File: config.mk
export PLATFORM = sky130hd
export DESIGN_NAME = oht2bin_pipe
export DESIGN_NICKNAME = d
export VERILOG_FILES = /design/src/rtl/oht2bin_pipe.sv
export SDC_FILE = /design/constraint.sdc
export NUM_CORES = 1
export LEC_CHECK = 0
export ABC_AREA = 1
export BUFFER_PORTS_ARGS = -buffer_cell sky130_fd_sc_hd__buf_4
export CORE_AREA = 3 3 97 81
export CTS_BUF_LIST = sky130_fd_sc_hd__clkbuf_16
export CTS_CLUSTER_SIZE = 20
export DETAILED_ROUTE_END_ITERATION = 8
export DIE_AREA = 0 0 100 84
export GPL_ROUTABILITY_DRIVEN = 0
export GPL_TIMING_DRIVEN = 0
export PLACE_DENSITY = 0.72
export SYNTH_ARGS = -nofsm -noshare
export SYNTH_HDL_FRONTEND = slang
export SYNTH_SLANG_ARGS = --single-unit
File: constraint.sdc
create_clock -name clk -period 2.95 [get_ports clk]
set_clock_uncertainty 0.2 [all_clocks]
set_input_delay 0.1475 -clock clk [delete_from_list [all_inputs] [get_ports clk]]
set_output_delay 0.1475 -clock clk [all_outputs]
set_load 0.03 [all_outputs]
File: src/rtl/oht2bin_pipe.sv
// Pipelined one-hot to binary encoder: SPLIT-ary reduction tree, one register stage per level.
// Define OHT2BIN_PIPE_ERR_EN to build the multi-hot detection tree; otherwise err is tied low.
module oht2bin_pipe #(
  parameter int unsigned WIDTH = 32,
  parameter int unsigned SPLIT = 2
) (
  input  logic                       clk,
  input  logic                       rst_n,
  input  logic                       s_vld,
  output logic                       s_rdy,
  input  logic [WIDTH-1:0]           oht,
  output logic                       m_vld,
  input  logic                       m_rdy,
  output logic [$clog2(WIDTH)-1:0]   bin,
  output logic                       any,
  output logic                       err
);

  localparam int unsigned WIDTH_LOG = $clog2(WIDTH);
  localparam int unsigned SL        = $clog2(SPLIT);
  localparam int unsigned LEVELS    = (WIDTH_LOG + SL - 1) / SL;
  localparam int unsigned POWER     = SPLIT ** LEVELS;

  if (SPLIT < 2 || (SPLIT & (SPLIT - 1)) != 0) begin : g_bad_split
    $error("oht2bin_pipe: SPLIT must be a power of 2 and >= 2");
  end

  logic [POWER-1:0]  leaf;
  logic [LEVELS:0]   r;
  logic [LEVELS-1:0] v;

  assign leaf      = POWER'(oht);
  assign r[LEVELS] = m_rdy;
  assign s_rdy     = r[0];

  for (genvar k = 0; k < LEVELS; k++) begin : g_lvl
    localparam int unsigned N  = POWER / (SPLIT ** (k + 1));
    localparam int unsigned IW = SL * (k + 1);

    logic [N-1:0][IW-1:0] idx_d, idx_q;
    logic [N-1:0]         any_d, any_q;
    logic                 v_q;
    logic                 up_v;
`ifdef OHT2BIN_PIPE_ERR_EN
    logic [N-1:0]         err_d, err_q;
`endif

    if (k == 0) begin : g_leaf
      assign up_v = s_vld;
      always_comb begin
        for (int unsigned n = 0; n < N; n++) begin
          logic seen;
          seen     = 1'b0;
          any_d[n] = 1'b0;
          idx_d[n] = '0;
`ifdef OHT2BIN_PIPE_ERR_EN
          err_d[n] = 1'b0;
`endif
          for (int unsigned c = 0; c < SPLIT; c++) begin
            if (leaf[n*SPLIT+c]) begin
              any_d[n] = 1'b1;
              idx_d[n] = idx_d[n] | IW'(c);
`ifdef OHT2BIN_PIPE_ERR_EN
              if (seen) err_d[n] = 1'b1;
`endif
              seen = 1'b1;
            end
          end
        end
      end
    end else begin : g_node
      assign up_v = g_lvl[k-1].v_q;
      always_comb begin
        for (int unsigned n = 0; n < N; n++) begin
          logic seen;
          seen     = 1'b0;
          any_d[n] = 1'b0;
          idx_d[n] = '0;
`ifdef OHT2BIN_PIPE_ERR_EN
          err_d[n] = 1'b0;
`endif
          for (int unsigned c = 0; c < SPLIT; c++) begin
            // low bits OR across all children, so multi-hot yields the OR of set indices
            idx_d[n][IW-SL-1:0] = idx_d[n][IW-SL-1:0] | g_lvl[k-1].idx_q[n*SPLIT+c];
`ifdef OHT2BIN_PIPE_ERR_EN
            if (g_lvl[k-1].err_q[n*SPLIT+c]) err_d[n] = 1'b1;
`endif
            if (g_lvl[k-1].any_q[n*SPLIT+c]) begin
              any_d[n]            = 1'b1;
              idx_d[n][IW-1-:SL]  = idx_d[n][IW-1-:SL] | SL'(c);
`ifdef OHT2BIN_PIPE_ERR_EN
              if (seen) err_d[n] = 1'b1;
`endif
              seen = 1'b1;
            end
          end
        end
      end
    end

    assign v[k] = v_q;
    assign r[k] = ~v_q | r[k+1];

    always_ff @(posedge clk) begin
      if (!rst_n) begin
        v_q   <= 1'b0;
        idx_q <= '0;
        any_q <= '0;
`ifdef OHT2BIN_PIPE_ERR_EN
        err_q <= '0;
`endif
      end else if (r[k]) begin
        v_q   <= up_v;
        idx_q <= idx_d;
        any_q <= any_d;
`ifdef OHT2BIN_PIPE_ERR_EN
        err_q <= err_d;
`endif
      end
    end
  end

  assign m_vld = v[LEVELS-1];
  assign bin   = g_lvl[LEVELS-1].idx_q[0][WIDTH_LOG-1:0];
  assign any   = g_lvl[LEVELS-1].any_q[0];
`ifdef OHT2BIN_PIPE_ERR_EN
  assign err   = g_lvl[LEVELS-1].err_q[0];
`else
  assign err   = 1'b0;
`endif

endmodule

==> impl_metrics.env, run 1 <==
export IMPL_outcome="finished, final reports clean"
export IMPL_diodes=0
export IMPL_cellPowerDensity_nw_per_um2=609.2
export IMPL_syn_inst=523
export IMPL_avgSynthCellArea_um2=7.261
export IMPL_netlist_area_um2=3797
export IMPL_cts_buffers=9
export IMPL_rsz0062_at_grt="false"
export IMPL_cp_cell_sequence="nand4_2 -> nor2_4 -> nand2_1 -> buf_4"
export IMPL_cellLeakagePower_nw=2.273
export IMPL_cp_top_family="simple AND/OR/NAND/NOR gates"
export IMPL_final_cells=702
export IMPL_period_minus_slack_ps=1892
export IMPL_clk_latency_ps=340
export IMPL_worstSetupPathType="reg -> out"
export IMPL_die_w_um=100
export IMPL_synth_enable_flop_cells=0
export IMPL_clkTransAtPathRegs_ps=70
export IMPL_clock_path_buffers=2
export IMPL_setup_tns_final_ps=0
export IMPL_tightest_slew_ps=607.0
export IMPL_dp_cells=652
export IMPL_grt_pass1_vias=3461
export IMPL_cts_root_buf="clkbuf_16"
export IMPL_viasPerCell=5.335
export IMPL_synth_seq_cells=93
export IMPL_slowest_stage="dfxtp_1"
export IMPL_drive_gt1_share_pct=15.45
export IMPL_route_detailed_drc=0
export IMPL_synthMostInstantiatedCell="nand2_1"
export IMPL_peakVddDrop_mv=0.4248
export IMPL_synth_distinct_cells=21
export IMPL_ys_warnings_count=0
export IMPL_min_path_type="in -> reg"
export IMPL_fin_area_um2=4907
export IMPL_crit_required_ps=2600
export IMPL_synth_area_leaders="dfxtp_1 49%, nand2_1 10%, a21oi_1 8.7%"
export IMPL_startpoint_type="register"
export IMPL_yosys_area_share_simple_pct=27.64
export IMPL_tritoncts="yes"
export IMPL_wl_per_cell_um=14.52
export IMPL_io_buffers=42
export IMPL_syn_nets=559
export IMPL_nets=646
export IMPL_drv_slew=0
export IMPL_gr_total_overflow=0
export IMPL_multi_input_area_um2=1579
export IMPL_register_area_um2=1862
export IMPL_crit_arrival_ps=1540
export IMPL_fmax_mhz=528.5
export IMPL_wirelength_mm=10.19
export IMPL_top_level_ports=45
export IMPL_h_tree_depth=3
export IMPL_placed_cell_area_um2=4222
export IMPL_dr_total_vias=3745
export IMPL_clock_sinks=93
export IMPL_path_max_fanout=7
export IMPL_ys_flop_type="dfxtp_1"
export IMPL_synthArstFlopShare_pct=0
export IMPL_holdWs_ps=92.16
export IMPL_synth_common_cells="103 x nand2_1, 93 x dfxtp_1, 83 x nor2_1"
export IMPL_fp_dieArea_um2=8400
export IMPL_fillCellCount=561
export IMPL_ys_seq_area_share_pct=49.03
export IMPL_setup_viol=0
export IMPL_grt_pass1_wl_mm=16.75
export IMPL_timing_final_crit_share_pct=64.14
export IMPL_drv_cap=0
export IMPL_synth_top_family_by_area="simple AND/OR/NAND/NOR gates"
export IMPL_synth_compound_area_share_pct=13.84
export IMPL_crit_buf_inv=1
export IMPL_yosys_area_top_type="dfxtp_1"
export IMPL_synth_xor_area_share_pct=0
export IMPL_synthMuxAreaShare_pct=0
export IMPL_synth_top_area_share_pct=49.03
export IMPL_final_hold_violation_count=0
export IMPL_slew_headroom_pct=59.53
export IMPL_cp_end_kind="output port"
export IMPL_die_y_um=84
export IMPL_grt_max_degree=17
export IMPL_ant_nets=0
export IMPL_core_area_um2=6858
export IMPL_cp_slowest_stage_delay_ps=410
export IMPL_firstDrtPassIters=5
export IMPL_dp_hpwl_mm=6.882
export IMPL_area_growth_pct=29.23
export IMPL_rows=27
export IMPL_synthAdderAreaFrac_pct=0
export IMPL_start_util_pct=55.37
export IMPL_drt_iter0_drc=301
export IMPL_antenna_found_initial=0
export IMPL_grt_usage_pct=25.13
## power by group
part	total (W)	internal, W	switching, W
sequential	0.00137	0.00133	0.0000340
combinational	0.000291	0.000131	0.000160
clock	0.00133	0.000833	0.000497
## cells in the final DEF (no fill, tap or decap), types with 2 or more instances in the layout
master         count
dlygate4sd3_1     34
inv_6              2
nand4_1           32
clkbuf_16          9
a21oi_1           66
buf_2              9
nor2_4             2
nand2_1          103
o21ai_0           30
buf_1              4
buf_4             47
clkbuf_1          17
or2_2             16
o21ai_1            9
inv_1             47
dfxtp_1           93
bufinv_16          3
inv_2              2
nor2_1            83
## worst reg2reg max path, delay by kind of cell (launching register included)
kind	cells	cell delay, ps
compound gates	1	160
buf+inv	1	310
flops	1	410
simple gates	3	620
## cell type report
class                   instances  area share, %
inverters                      49          3.748
flip-flops and latches         93          37.94
clock inverters                 7          2.448
repair buffers                 76          13.36
multi-input cells             345          32.18
plain buffers                  36          3.519
well taps                      87          2.218
clock buffers                   9          4.589
## registers in the layout, summed over array words and instances (netlist names)
signal       cells
any              1
bin              5
g_lvl.any_q     30
g_lvl.idx_q     52
g_lvl.v_q        4
m_vld            1
## final timing paths
check | from | end | slack (ps) | cells after the start
max | m_vld | s_rdy | 1060 | 4
min | m_rdy | g_lvl[2].idx_q[5] | 90 | 6
max reg2reg | m_vld | g_lvl[1].idx_q[10] | 1190 | 5
min reg2reg | g_lvl[3].idx_q[6] | g_lvl[3].idx_q[6] | 260 | 2
## cells by family (layout without fill, tap and decap cells)
family,count (synthesis),after routing
AOI/OAI and AO/OA,105,105
buffers and inverters,85,177
DFF,93,93
other,1,1
and+or+nand+nor,239,239
## layer usage
metal | global-route usage [%] | vias to the layer above | share of wire, % | wire length, µm
met1 | 34.96 | 1757 | 45 | 4631
met2 | 39.43 | 120 | 47 | 4765
met3 | 4.762 | 17 | 5.9 | 606
met4 | 7.711 | 0 | 1.9 | 190
met5 | 0 | - | 0 | 0
li1 | - | 1851 | - | -
## per-stage QoR
step / utilization, % / worst slack (ps) / total power [W]
CTS: 71.56 / 1053 / 0.002992
detailed placement: 61.56 / 1247 / 0.001644
finish: 71.56 / 1058 / 0.002990
global placement: 61.56 / 1316 / 0.001638
global route: 71.56 / 952.9 / 0.003088
floorplan: - / 1353 / 0.001546
## repair_timing
item | 4_1_cts | 5_1_grt
endpoints found under the hold margin | 34 | 0
hold buffers | 34 | 0
setup buffers | 0 | 0
resized for setup | 0 | 0
(Power assumes the default switching activity.)
==> run 2: changes to the inputs <==
==> constraint.sdc (replaced) <==
create_clock -name clk -period 1.8 [get_ports clk]
set_clock_uncertainty 0.2 [all_clocks]
set_input_delay 0.09 -clock clk [delete_from_list [all_inputs] [get_ports clk]]
set_output_delay 0.09 -clock clk [all_outputs]
set_load 0.03 [all_outputs]
==> run 2 against run 1 <==
Via count up 1.0%. Sequential power increased by 64%. Die area did not move. Sequential share of layout area is 0.081 points lower. Global-route usage rose by 0.12 points. Design area up 0.28%. Power increased by 64%. Routed wire length shrank 0.32%. Critical path type unchanged. Highest routed layer unchanged.
==> impl_metrics.env, run 2 (same netlist as run 1, synthesis figures left out) <==
export IMPL_timing_final_crit_share_pct=96.20
export IMPL_drt_iter0_drc=303
export IMPL_rows=27
export IMPL_cp_slowest_stage_delay_ps=340
export IMPL_clock_sinks=93
export IMPL_setup_viol=0
export IMPL_die_y_um=84
export IMPL_wl_per_cell_um=14.45
export IMPL_final_hold_violation_count=0
export IMPL_cp_end_kind="output port"
export IMPL_crit_required_ps=1510
export IMPL_clock_path_buffers=2
export IMPL_core_area_um2=6858
export IMPL_pwr_share_comb_pct=9.7
export IMPL_fp_dieArea_um2=8400
export IMPL_period_minus_slack_ps=1732
export IMPL_rsz0062_at_grt="false"
export IMPL_die_w_um=100
export IMPL_final_common_cell="nand2_1"
export IMPL_top_level_ports=45
export IMPL_dp_cells=652
export IMPL_viasPerCell=5.381
export IMPL_antenna_found_initial=0
export IMPL_drive_gt1_share_pct=15.75
export IMPL_dr_total_vias=3783
export IMPL_clk_latency_ps=340
export IMPL_slew_headroom_pct=58.60
export IMPL_route_detailed_drc=0
export IMPL_setup_tns_final_ps=0
export IMPL_drv_cap=0
export IMPL_fmax_mhz=577.5
export IMPL_final_cell_mix="103 x nand2_1, 92 x dfxtp_1, 83 x nor2_1"
export IMPL_swShare_pct=23.21
export IMPL_path_max_fanout=10
export IMPL_crit_arrival_ps=1440
export IMPL_io_buffers=42
export IMPL_switching_power_w=0.001139
export IMPL_grt_pass1_vias=3472
export IMPL_holdWs_ps=35.77
export IMPL_tritoncts="yes"
export IMPL_cp_cell_sequence="buf_2 -> clkbuf_4 -> nand2_1 -> buf_4"
export IMPL_cts_buffers=9
export IMPL_final_cells=703
export IMPL_start_util_pct=55.37
export IMPL_drv_slew=0
export IMPL_diodes=0
export IMPL_wirelength_mm=10.16
export IMPL_h_tree_depth=3
export IMPL_cts_root_buf="clkbuf_16"
export IMPL_largest_register="g_lvl.idx_q"
export IMPL_grt_max_degree=17
export IMPL_outcome="finished, final reports clean"
export IMPL_dp_hpwl_mm=6.882
export IMPL_startpoint_type="register"
export IMPL_slowest_stage="dfxtp_1"
export IMPL_cellLeakagePower_nw=2.278
export IMPL_largest_reg_flops=52
export IMPL_firstDrtPassIters=5
export IMPL_clkTransAtPathRegs_ps=70
export IMPL_area_growth_pct=29.59
export IMPL_min_path_type="in -> reg"
export IMPL_grt_usage_pct=25.25
export IMPL_nets=647
export IMPL_tightest_slew_ps=621.0
export IMPL_gr_total_overflow=0
export IMPL_ant_nets=0
export IMPL_pwr_share_seq_pct=45.7
export IMPL_power_total_w=0.004908
export IMPL_p_int_w=0.003768
export IMPL_worstSetupPathType="reg -> out"
export IMPL_grt_pass1_wl_mm=16.82
export IMPL_power_frac_clock_pct=44.5
export IMPL_cellPowerDensity_nw_per_um2=997.3
export IMPL_peakVddDrop_mv=0.6990
[run 2: changes by cell type in the layout (fill, tap and decap cells not counted)]
| cell | previous run | this run |
|---|---|---|
| buf_4 | 47 | 49 |
| clkbuf_4 | 0 | 1 |
| buf_2 | 9 | 7 |
| dfxtp_2 | 0 | 1 |
| dfxtp_1 | 93 | 92 |
[run 2: worst paths after layout]
kind | from | end | slack (ps) | cells after the start
max | g_lvl[0].v_q | s_rdy | 70 | 4
min | m_rdy | g_lvl[2].idx_q[5] | 40 | 6
max reg2reg | g_lvl[1].v_q | g_lvl[0].any_q[6] | 170 | 7
min reg2reg | g_lvl[1].any_q[6] | g_lvl[2].any_q[3] | 260 | 2
[run 2: power by group through the flow]
| stage | Clock (W) | Combinational (W) | Sequential, W |
|---|---|---|---|
| 2_1_floorplan | 0 | 0.000240 | 0.00229 |
| 3_3_place_gp | 0 | 0.000401 | 0.00228 |
| 3_5_place_dp | 0 | 0.000407 | 0.00229 |
| 4_1_cts | 0.00219 | 0.000469 | 0.00224 |
| 5_1_grt | 0.00227 | 0.000534 | 0.00226 |
| 6_report | 0.00219 | 0.000478 | 0.00224 |
[run 2: cell type report]
type                       instances  area [µm²]
buffer                            35       170.2
clock buffer                       9       225.2
clock inverter                     7       120.1
fill                             559        1937
inverter                          49       183.9
multi-input combinational        345        1579
sequential                        93        1863
tap                               87       108.9
timing repair buffer              78       670.6
[run 2: per-stage QoR]
step                instance area (µm²)  worst slack (ps)  util [%]
floorplan                          3797             203.4         -
global placement                   4222             165.8     61.56
detailed placement                 4222             96.69     61.56
CTS                                4922             37.66     71.78
global route                       4921             6.961     71.76
finish                             4921             68.40     71.76
[run 2: repair_timing]
| action | CTS | global route |
|---|---|---|
| gates resized for setup | 0 | 2 |
| endpoints found under the setup margin | 1 | 11 |
| setup buffers | 2 | 0 |
| endpoints found under the hold margin | 36 | 0 |
| pin swaps | 1 | 1 |
| hold buffers | 34 | 0 |
[run 2: per-layer routing]
metal  wire length (µm)  part of all wire, %  up-vias  global-route usage, %
li1                   -                    -     1850                      -
met1               4603                   45     1761                  35.38
met2               4631                   46      147                  39.13
met3                713                  7.0       25                  4.929
met4                213                  2.1        0                  7.956
met5                  0                    0        -                      0
[run 2: worst max-delay path, delay by kind of cell (launching register included)]
| kind | cells | cell delay [ps] |
|---|---|---|
| buffers and inverters | 3 | 670 |
| DFF | 1 | 340 |
| and+or+nand+nor | 1 | 100 |
==> run 3: changes to the inputs <==
--- a/config.mk
+++ b/config.mk
@@ -9,12 +9,14 @@
 export BUFFER_PORTS_ARGS = -buffer_cell sky130_fd_sc_hd__buf_4
 export CORE_AREA = 3 3 97 81
 export CTS_BUF_LIST = sky130_fd_sc_hd__clkbuf_16
+export CTS_CLUSTER_DIAMETER = 200
 export CTS_CLUSTER_SIZE = 20
 export DETAILED_ROUTE_END_ITERATION = 8
 export DIE_AREA = 0 0 100 84
 export GPL_ROUTABILITY_DRIVEN = 0
 export GPL_TIMING_DRIVEN = 0
-export PLACE_DENSITY = 0.72
+export PLACE_DENSITY = 0.83
+export SETUP_SLACK_MARGIN = 0.05
 export SYNTH_ARGS = -nofsm -noshare
 export SYNTH_HDL_FRONTEND = slang
 export SYNTH_SLANG_ARGS = --single-unit
==> run 3 against run 2 <==
Sequential power about the same. First-iteration DRC count rose by 27%. Worst hold slack gained 210 ps. Non-clock buffer count is 2 higher. Critical path depth grew 3. Largest power group unchanged.
==> impl_metrics.env, run 3 (same netlist as run 1, synthesis figures left out) <==
export IMPL_gr_total_overflow=0
export IMPL_drive_gt1_share_pct=16.02
export IMPL_io_buffers=42
export IMPL_dp_worst_setup_slack_ps=209.8
export IMPL_startpoint_type="input pin"
export IMPL_final_util_pct=71.79
export IMPL_antenna_found_initial=0
export IMPL_viasPerCell=5.332
export IMPL_diodes=0
export IMPL_period_minus_slack_ps=1722
export IMPL_slew_headroom_pct=62.19
export IMPL_tightest_slew_ps=567.2
export IMPL_wirelength_mm=9.979
export IMPL_largest_register="g_lvl.idx_q"
export IMPL_grt_max_degree=19
export IMPL_die_w_um=100
export IMPL_ff2ff_setup_slack_ps=130
export IMPL_top_level_ports=45
export IMPL_grt_usage_pct=25.36
export IMPL_final_cell_mix="103 x nand2_1, 93 x dfxtp_1, 83 x nor2_1"
export IMPL_clkTransAtPathRegs_ps=60
export IMPL_final_common_cell="nand2_1"
export IMPL_peakVddDrop_mv=0.5228
export IMPL_dr_total_vias=3759
export IMPL_min_to="g_lvl[2].any_q[3]"
export IMPL_drv_slew=0
export IMPL_ant_nets=0
export IMPL_fmax_mhz=580.9
export IMPL_reg2reg_depth=6
export IMPL_area_growth_pct=29.65
export IMPL_nets=649
export IMPL_min_path_type="reg -> reg"
export IMPL_route_detailed_drc=0
export IMPL_min_delay_start="g_lvl[1].any_q[6]"
export IMPL_cts_buffers=9
export IMPL_drv_cap=0
export IMPL_wl_per_cell_um=14.15
export IMPL_timing_final_crit_share_pct=95.64
export IMPL_setup_viol=0
export IMPL_final_hold_violation_count=0
export IMPL_clk_latency_ps=340
export IMPL_setup_tns_final_ps=0
export IMPL_die_y_um=84
export IMPL_grt_pass1_vias=3675
export IMPL_outcome="finished, final reports clean"
export IMPL_hold_depth=2
export IMPL_drt_iter0_drc=384
export IMPL_fin_ws_ps=78.48
export IMPL_clock_sinks=93
export IMPL_fp_dieArea_um2=8400
export IMPL_cellPowerDensity_nw_per_um2=951.2
export IMPL_cts_root_buf="clkbuf_16"
export IMPL_worstSetupPathType="in -> out"
export IMPL_firstDrtPassIters=5
export IMPL_crit_arrival_ps=1430
export IMPL_largest_reg_flops=52
export IMPL_rows=27
export IMPL_crit_required_ps=1510
export IMPL_rsz0062_at_grt="true"
export IMPL_start_util_pct=55.37
export IMPL_clock_path_buffers=2
export IMPL_grt_pass1_wl_mm=17.06
export IMPL_dp_hpwl_mm=6.687
export IMPL_path_max_fanout=4
export IMPL_r2r_end="g_lvl[0].idx_q[6]"
export IMPL_fillCellCount=534
export IMPL_cellLeakagePower_nw=2.285
export IMPL_r2r_start="m_vld"
export IMPL_cp_end_kind="output port"
export IMPL_power_total_w=0.004683
export IMPL_h_tree_depth=3
export IMPL_core_area_um2=6858
export IMPL_tritoncts="yes"
## run 3: cell count changes in the layout (fill, tap and decap cells not counted), sizes merged
| cell | before | now |
|---|---|---|
| bufinv | 3 | 1 |
| inv | 51 | 53 |
| buf | 61 | 62 |
| clkinv | 2 | 1 |
| clkinvlp | 0 | 1 |
| dlygate4sd3 | 34 | 35 |
## run 3: metrics by stage
step           instances  hold WS, ps  cell area (µm²)
2_1_floorplan        523        21.70             3797
3_3_place_gp         652        114.2             4222
3_5_place_dp         652        125.7             4222
4_1_cts              704        253.7             4893
5_1_grt              705        269.4             4923
6_report             705        249.6             4923
## run 3: area by class of cell
cell class	count	area, µm²	share of cell area (%)
Multi-Input combinational cell	345	1584	32.17
Timing Repair Buffer	79	680.7	13.82
Buffer	36	192.7	3.914
Clock buffer	9	225.2	4.574
Tap cell	87	108.9	2.211
Sequential cell	93	1862	37.81
Clock inverter	7	86.33	1.753
Inverter	49	183.9	3.736
## run 3: power by group
| group | switching [W] | total, W | internal [W] |
|---|---|---|---|
| Clock | 0.000849 | 0.00196 | 0.00111 |
| Combinational | 0.000264 | 0.000481 | 0.000217 |
| Sequential | 0.0000550 | 0.00224 | 0.00219 |
## run 3: critical path, stage by stage
cell	delay, ps
dlygate4sd3_1	530
buf_4	130
inv_2	60
nand4_2	150
nor2_4	170
nand2_1	110
buf_4	180
## run 3: timing repair
item | 4_1_cts | 5_1_grt
endpoints found under the setup margin | 1 | 16
cloned | 0 | 0
pin swaps | 1 | 2
resized for setup | 1 | 13
endpoints found under the hold margin | 35 | 0
hold buffers | 35 | 0
buffers inserted | 1 | 1
## run 3: how the worst max path moves through the flow
| stage | endpoint | from |
|---|---|---|
| after floorplan | g_lvl[0].v_q | m_vld |
| after global placement | g_lvl[1].idx_q[8] | m_vld |
| after detailed placement | g_lvl[1].idx_q[9] | m_vld |
| after CTS | s_rdy | m_rdy |
| after global routing | g_lvl[0].idx_q[6] | m_rdy |
| final | s_rdy | m_rdy |
## run 3: per-layer routing
layer | up-vias | global-route usage, % | share of wire, %
met2 | 185 | 42.76 | 48
met4 | 0 | 7.099 | 2.0
met3 | 19 | 6.015 | 7.9
li1 | 1859 | - | -
met1 | 1696 | 32.24 | 42
met5 | - | 0 | 0
